--- src/rtl/count_capture_pkg.sv ---
// Shared widths and timestamp type for the counter event-capture block.
package count_capture_pkg;

  localparam int CNT_W_DEF   = 3;
  localparam int EPOCH_W_DEF = 5;
  localparam int TS_W        = EPOCH_W_DEF + CNT_W_DEF;

  typedef logic [TS_W-1:0] ts_t;

endpackage

--- src/rtl/sync_fifo.sv ---
// Small synchronous show-ahead FIFO: the oldest entry is always visible on
// rd_data while valid is high. Callers gate wr_en/rd_en against full/valid.
module sync_fifo #(
  parameter int WIDTH = 8,
  parameter int DEPTH = 4
) (
  input  logic                     clk,
  input  logic                     rst,
  input  logic                     wr_en,
  input  logic [WIDTH-1:0]         wr_data,
  input  logic                     rd_en,
  output logic [WIDTH-1:0]         rd_data,
  output logic                     valid,
  output logic                     full,
  output logic [$clog2(DEPTH):0]   level
);

  localparam int AW = $clog2(DEPTH);
  localparam logic [AW-1:0] PTR_ONE = AW'(1);
  localparam logic [AW:0]   LVL_ONE = (AW + 1)'(1);
  localparam logic [AW:0]   LVL_MAX = (AW + 1)'(DEPTH);

  logic [WIDTH-1:0] mem_r [DEPTH];
  logic [AW-1:0]    wr_ptr_r;
  logic [AW-1:0]    rd_ptr_r;
  logic [AW:0]      level_r;

  // Storage array; contents need no reset because level_r gates visibility.
  always_ff @(posedge clk) begin
    if (wr_en) begin
      mem_r[wr_ptr_r] <= wr_data;
    end
  end

  // Pointers and occupancy; pointers wrap naturally since DEPTH is a power of two.
  always_ff @(posedge clk) begin
    if (rst) begin
      wr_ptr_r <= '0;
      rd_ptr_r <= '0;
      level_r  <= '0;
    end else begin
      if (wr_en) begin
        wr_ptr_r <= wr_ptr_r + PTR_ONE;
      end
      if (rd_en) begin
        rd_ptr_r <= rd_ptr_r + PTR_ONE;
      end
      case ({wr_en, rd_en})
        2'b10:   level_r <= level_r + LVL_ONE;
        2'b01:   level_r <= level_r - LVL_ONE;
        default: level_r <= level_r;
      endcase
    end
  end

  assign valid   = (level_r != '0);
  assign full    = (level_r == LVL_MAX);
  assign level   = level_r;
  assign rd_data = valid ? mem_r[rd_ptr_r] : '0;

endmodule

--- src/rtl/count_event_capture.sv ---
// Captures the upstream free-running counter on each rising edge of an
// asynchronous event, extends it with a wrap (epoch) count and queues the
// timestamps for a valid/ready consumer. Dropped events set a sticky flag.
// Build option: COUNT_CAPTURE_EPOCH_EN enables the epoch counter and wrap
// detection; without it the epoch field of ts_data is tied to zero.
module count_event_capture
  import count_capture_pkg::*;
#(
  parameter int CNT_W   = CNT_W_DEF,
  parameter int EPOCH_W = EPOCH_W_DEF,
  parameter int DEPTH   = 4
) (
  input  logic                       clk,
  input  logic                       rst,
  input  logic [CNT_W-1:0]           count_in,
  input  logic                       event_in,
  output logic                       ts_valid,
  input  logic                       ts_ready,
  output logic [EPOCH_W+CNT_W-1:0]   ts_data,
  output logic [$clog2(DEPTH):0]     level,
  output logic                       overflow,
  input  logic                       clear_ovf
);

  logic                     s1_r;
  logic                     s2_r;
  logic                     s3_r;
  logic                     capture_s;
  logic                     pop_s;
  logic                     full_s;
  logic                     wr_en_s;
  logic                     drop_s;
  logic                     overflow_r;
  logic [EPOCH_W-1:0]       epoch_nxt_s;
  logic [EPOCH_W+CNT_W-1:0] ts_s;

  // Two-flop synchroniser plus history flop; preset high so a level held
  // through reset does not look like a fresh rising edge.
  always_ff @(posedge clk) begin
    if (rst) begin
      s1_r <= 1'b1;
      s2_r <= 1'b1;
      s3_r <= 1'b1;
    end else begin
      s1_r <= event_in;
      s2_r <= s1_r;
      s3_r <= s2_r;
    end
  end

  assign capture_s = s2_r & ~s3_r;
  assign pop_s     = ts_valid & ts_ready;
  assign wr_en_s   = capture_s & (~full_s | pop_s);
  assign drop_s    = capture_s & full_s & ~pop_s;

`ifdef COUNT_CAPTURE_EPOCH_EN
  logic [CNT_W-1:0]   prev_cnt_r;
  logic [EPOCH_W-1:0] epoch_r;
  logic               wrap_s;

  // Only an all-ones to zero step is a wrap; other drops (upstream reset) are not.
  always_comb begin
    wrap_s      = 1'b0;
    epoch_nxt_s = epoch_r;
    if ((prev_cnt_r == {CNT_W{1'b1}}) && (count_in == '0)) begin
      wrap_s      = 1'b1;
      epoch_nxt_s = epoch_r + EPOCH_W'(1);
    end else begin
      wrap_s      = 1'b0;
      epoch_nxt_s = epoch_r;
    end
  end

  // Track last count and advance the epoch (modulo 2^EPOCH_W) on a wrap.
  always_ff @(posedge clk) begin
    if (rst) begin
      prev_cnt_r <= '0;
      epoch_r    <= '0;
    end else begin
      prev_cnt_r <= count_in;
      if (wrap_s) begin
        epoch_r <= epoch_nxt_s;
      end
    end
  end
`else
  assign epoch_nxt_s = '0;
`endif

  // Use the post-wrap epoch so a capture on the wrap cycle stays consistent.
  assign ts_s = {epoch_nxt_s, count_in};

  // Sticky drop flag; a new drop wins over a simultaneous clear.
  always_ff @(posedge clk) begin
    if (rst) begin
      overflow_r <= 1'b0;
    end else if (drop_s) begin
      overflow_r <= 1'b1;
    end else if (clear_ovf) begin
      overflow_r <= 1'b0;
    end
  end

  assign overflow = overflow_r;

  sync_fifo #(
    .WIDTH (EPOCH_W + CNT_W),
    .DEPTH (DEPTH)
  ) u_fifo (
    .clk     (clk),
    .rst     (rst),
    .wr_en   (wr_en_s),
    .wr_data (ts_s),
    .rd_en   (pop_s),
    .rd_data (ts_data),
    .valid   (ts_valid),
    .full    (full_s),
    .level   (level)
  );

endmodule

--- config.mk ---
export PLATFORM = sky130hd
export DESIGN_NAME = count_event_capture
export DESIGN_NICKNAME = d
export VERILOG_FILES = /design/src/rtl/count_capture_pkg.sv /design/src/rtl/sync_fifo.sv /design/src/rtl/count_event_capture.sv
export SDC_FILE = /design/constraint.sdc
export NUM_CORES = 1
export LEC_CHECK = 0
export CAP_MARGIN = 30
export CORE_MARGIN = 2
export CORE_UTILIZATION = 50
export DETAILED_ROUTE_END_ITERATION = 12
export GPL_ROUTABILITY_DRIVEN = 1
export PLACE_DENSITY = 0.77
export SLEW_MARGIN = 25
export SYNTH_ARGS = -nofsm -noshare
export SYNTH_HDL_FRONTEND = slang
export SYNTH_SLANG_ARGS = --single-unit
--- constraint.sdc ---
create_clock -name clk -period 2.35 [get_ports clk]
set_input_delay 0.47 -clock clk [delete_from_list [all_inputs] [get_ports clk]]
set_output_delay 0.47 -clock clk [all_outputs]
set_load 0.01 [all_outputs]
Word level (Yosys, flattened, before mapping)
Memories as Yosys holds them, arrays and structs flattened. A register that Yosys moved wholly into a read port is not among the register bits. Index checks and enable logic that the tools add are counted. W data, S select, Z words.

Output and inout port bits: 13. Memories: 1. Memory bits (writable): 12. Logic and storage cells: 35. Register bits: 11.

Reductions and logical operators: 3. $add $sub $neg: 4. Eq/ne operators: 3. Bitwise gates (word level): 9. Multiplexer cells: 8.

Memories: u_fifo.mem_r (words 4, bits a word 3, read ports 1, clocked after Yosys merged registers in 1, wr ports 1, line sync_fifo.sv:23) `logic [WIDTH-1:0] mem_r [DEPTH];`.

Operators with widths (count): $mux W8 (1); $pmux W3 S2 (1); $and A1 B1 Y1 (5); $add A2 B1 Y2 const B (2); $mux W1 (4); $mux W2 (2); $reduce_bool A2 Y1 (2); $add A3 B1 Y3 const B (1); $eq A3 B3 Y1 const B (1); $not A1 Y1 (3); $reduce_bool A3 Y1 (1); $sub A3 B1 Y3 const B (1); $eq A2 B1 Y1 const B (1); $eq A2 B2 Y1 const B (1); $or A1 B1 Y1 (1).

Logic depth before layout (Yosys ltp)
Word-level depth: 6. Mapped depth: 6. Gate-level depth less buffers: 6.

Hierarchy
Synthesis repeated with hierarchy kept, for this count alone.

Cell total of the unflattened synthesis: 113. Area total of the unflattened synthesis: 1798.0 sq um.

By module, submodules not included: sync_fifo (cells each 98, area each 1652.8 sq um, seq. area each 1141.1 sq um, instances 1); count_event_capture (cells each 15, area each 145.1 sq um, seq. area each 80.1 sq um, instances 1).

Least setup slack after synthesis
OpenSTA, ideal clock, no wires.

Path type: register to register. Start point: reg u_fifo.level_r[1], in the netlist u_fifo.level[1]. End point: reg u_fifo.level_r[2], in the netlist u_fifo.level[2]. Setup time: 0.123 ns. Arrival: 1.813 ns. Buffers on the path: 0. Required time: 2.227 ns. Path slack: 0.413 ns. Stages on the path, launching flop included: 7. Period minus slack after synthesis: 1.937 ns. Cell sequence: dfxtp_1 > o31a_1 > nand2_1 > fa_1 > nor4_2 > a31oi_1 > mux2_1.

Cells in the longest elaborated chain, start to end: 6. Elaborated cells on any way between the ends: 12. Those cells by class: add/sub: 2; eq/ne: 3; mux: 1; bitwise: 4; reduce/logical: 2.

RTL lines: from (decl) (line sync_fifo.sv:26) `logic [AW:0] level_r;`; from (signal assigned) (line sync_fifo.sv:49) `2'b10: level_r <= level_r + LVL_ONE;`; from (signal assigned) (line sync_fifo.sv:50) `2'b01: level_r <= level_r - LVL_ONE;`; from (signal assigned) (line sync_fifo.sv:51) `default: level_r <= level_r;`; $reduce_bool A3 Y1 / $eq A3 B3 Y1 (equally long branches) (line sync_fifo.sv:56, sync_fifo.sv:57); $and A1 B1 Y1 / $not A1 Y1 (equally long branches) (line count_event_capture.sv:52, count_event_capture.sv:53); $or A1 B1 Y1 (line count_event_capture.sv:53) `assign wr_en_s = capture_s & (~full_s | pop_s);`; $and A1 B1 Y1 (line count_event_capture.sv:53); $eq A2 B1 Y1 / $eq A2 B2 Y1 (equally long branches) (line sync_fifo.sv:48) `case ({wr_en, rd_en})`; $pmux W3 S2 / $reduce_bool A2 Y1 (equally long branches).

Parallel ways exist; a longest one is shown, timed or not. A chain may end at the register's enable or synchronous reset.

==> summary by stage <==
Outcome
The run finished with clean final reports.

Die
The die is 51.2 um tall. The die extent in x is a little over 50 um. The die covers 2620 um2. After floorplanning, the core was sized to cover 2150 um2.

The count of boundary I/O pins is 21. The total number of placement rows is 17. The initial utilization of the core area, before any placement, comes to 0.518.

Timing
Static timing analysis puts the maximum clock frequency at 439 MHz. The share of the clock period used by the worst path is 0.970. The max-slew violation count is 0.

The worst-case setup margin in the final layout is 0.0702 ns. The final-layout setup total negative slack is 0 ns. The final setup skew is roughly 0.0028 ns.

The number of failing hold endpoints at the final stage is 0. The final-layout worst hold slack is 0.433 ns. Setup repair after global routing left no endpoint under its margin. The final critical path time including I/O delays and setup is approximately 2.3 ns. Setup violations remaining at the end of the flow were counted as 0.

Power
The total power draw is 0.000813 W. The switching part of the total is 0.244. The share of total power in combinational logic is 0.170. For this design the static power due to leakage is ~0.51 nW. For this design the ratio of total power to cell area is 611 nW/um2. For this design the total switching power over the nets is 0.000198 W.

The share of total power dissipated in sequential elements is 0.602. The portion of total power attributed to the clock network is 0.229. Internal power comes to slightly above 0.0006 W.

VDD sags by at most roughly 0.46 mV.

Worst setup path
The kind of cell with the highest combined delay along the critical path is buffers and inverters. The slowest stage of the critical path is the clkdlybuf4s50_1 cell. For the worst setup path, the data required time is ~1.9 ns. The critical path goes through mux4_2, nor2b_1, clkdlybuf4s50_1. The worst setup path category is reg -> out. The largest incremental delay on the critical path is 0.49 ns. Along the worst path, the maximum fanout reaches 3. Together, buffers and inverters on the worst path number 1. The type of element capturing the critical path is an output port. STA classifies the critical path startpoint as a register. At the worst endpoint, the arrival time is 1.81 ns.

Layout
The signed area change from the synthesized netlist to the final layout is 19.6%. After filler insertion, the fill cell instance count of the layout stands at between 150 and 200. At the end of the flow the core is filled with cells to 0.619. The most frequent standard cell in the layout excluding fill and tap cells is clkdlybuf4s50_1. In the final design database the tool counted 125 nets.

The fraction of final layout cells with drive strength greater than 1 is 0.153. In the layout the commonest cells are clkdlybuf4s50_1, dfxtp_1, edfxtp_1. The total inserted antenna cells is 0.

Routing
The initial DRC count is 5. Using the TritonRoute via totals, the vias-per-cell ratio works out to 4.94. The routed design has 1.62 mm of wire. In the routed design, unresolved DRC markers number 0.

Summing over every cut layer, the via total after detailed routing is 687. The mean routed wirelength per cell is 11.6 um. The first detailed-routing pass ran for 4 iterations. The number of antenna-violating nets in the routed design is 0.

Clock tree
The CTS tree is built. Counting the buffers created by CTS gives 3. In this run the deepest clock path goes through 2 buffers.

The later pin in the worst-skew pair is clocked with a latency of 0.31 ns. Clock tree synthesis found a total of 25 sinks. The clock root buffer is clkbuf_4. After clock tree synthesis, the clock-pin slew on the worst setup and hold paths is 0.13 ns. The total number of H-tree levels is 1. The total of hold buffers inserted after clock tree synthesis is 0.

Yosys
The mapped cell area is 1110 um2. In the synthesized netlist the dominant register cell turns out to be dfxtp_1. Yosys attributes the largest share of cell area to edfxtp_1, dfxtp_1, mux4_2. The count of unique library cells instantiated by Yosys is 30.

The synthesis warning total is 0. Synthesis inferred 25 register bits. The cell count after synthesis came out at a little over 90. The top-area cell type share of the netlist area is 0.324. The average footprint of a synthesized cell is 12.2 um2. The share of the Yosys chip area taken by registers is 0.558. The async set or reset register ratio after synthesis is 0.

The dominant cell type by area after synthesis is edfxtp_1. The number of flops mapped to enable cells by yosys is 12.

GRT
The via count of the first global-routing pass is 647. The number of antenna violations at the first check in global routing came to 0. The total track usage is 0.149. Entering global routing, the biggest net connects 15 pins. The first-pass GRT wire length is 2.78 mm. The total overflow left after global routing is 0.

Placed design
Timing analysis after detailed placement gives a worst setup slack of -0.00771 ns. At the end of routability-driven placement, the weighted congestion stood at about 0.74. The HPWL after detailed placement is approximately 1.3 mm. Port buffering added 15 buffers.

Run
Across the run, the number of max-cap violations was 0.

Hold path
In this run the worst hold path is classified as reg -> reg.
==> cells in the mapped netlist, drive strengths merged, types with 2 or more instances <==
cell,n
edfxtp,12
xnor2,3
mux4,3
ha,4
or2,3
nand3,2
dfxtp,13
nand2,4
nor2b,5
buf,5
and2,4
a21oi,2
nor2,7
inv,6
o21ai,3
==> power by group through the flow <==
stage	clock network (W)	logic, W	registers (W)
CTS	0.000193	0.000141	0.000490
detailed placement	0	0.000141	0.000499
finish	0.000186	0.000138	0.000489
floorplan	0	0.0000811	0.000497
global route	0.000204	0.000152	0.000493
global placement	0	0.000137	0.000498
==> layer usage <==
| metal | vias to the layer above | part of all wire | global-route usage |
|---|---|---|---|
| met5 | - | 0 | 0 |
| met4 | 0 | 0.022 | 0.0676 |
| met3 | 4 | 0.039 | 0.0351 |
| met2 | 16 | 0.49 | 0.258 |
| met1 | 322 | 0.44 | 0.173 |
| li1 | 345 | - | - |
==> area by class of cell <==
| cell class | count | area (um2) | share of cell area |
|---|---|---|---|
| repair buffers | 18 | 178 | 0.134 |
| inverters | 6 | 22.5 | 0.0169 |
| clock buffers | 3 | 22.5 | 0.0169 |
| multi-input cells | 58 | 443 | 0.333 |
| well taps | 28 | 35.0 | 0.0263 |
| flip-flops and latches | 25 | 624 | 0.469 |
| clock inverters | 1 | 5.00 | 0.00376 |
==> flip-flops by register name, indices dropped and copies added (netlist names), named ones only <==
register and count:
u_fifo.level 3, s3_r 1, s1_r 1, u_fifo.mem_r 12
u_fifo.wr_ptr_r 2, overflow 1, u_fifo.rd_ptr_r 2, s2_r 1
==> per-stage QoR <==
step	instance area (um2)	instances
2_1_floorplan	1130	95
3_3_place_gp	1290	135
3_5_place_dp	1290	135
4_1_cts	1320	139
5_1_grt	1330	139
6_report	1330	139
==> final timing paths <==
path,from,endpoint,slack (ns),depth (start not counted)
worst max-delay path,register,ts_data[2],0.07,3
worst min-delay path,s1_r$_SDFF_PP1_,s2_r$_SDFF_PP1_,0.43,1
worst max register to register,u_fifo.level[1]$_SDFFE_PP0P_,u_fifo.level[2]$_SDFFE_PP0P_,0.46,6
worst min register to register,s1_r$_SDFF_PP1_,s2_r$_SDFF_PP1_,0.43,1
==> cell families (layout without fill, tap and decap cells) <==
group / after synthesis / after routing / synth area share
AO/OA/AOI/OAI: 9 / 9 / 0.0506
XOR/XNOR: 4 / 4 / 0.0315
adder cells (fa/ha/maj): 5 / 5 / 0.0630
buffers and inverters: 12 / 28 / 0.0574
flip-flops: 25 / 25 / 0.558
multiplexers: 5 / 5 / 0.0799
other: 1 / 5 / 0.00337
AND/OR/NAND/NOR: 30 / 30 / 0.156
==> what timing repair did <==
item,in CTS,in global routing
endpoints found under the setup margin,3,3
gates resized for setup,1,3
setup buffers,0,0
gates cloned,0,0
No activity file was read; power rests on OpenSTA's default activity.
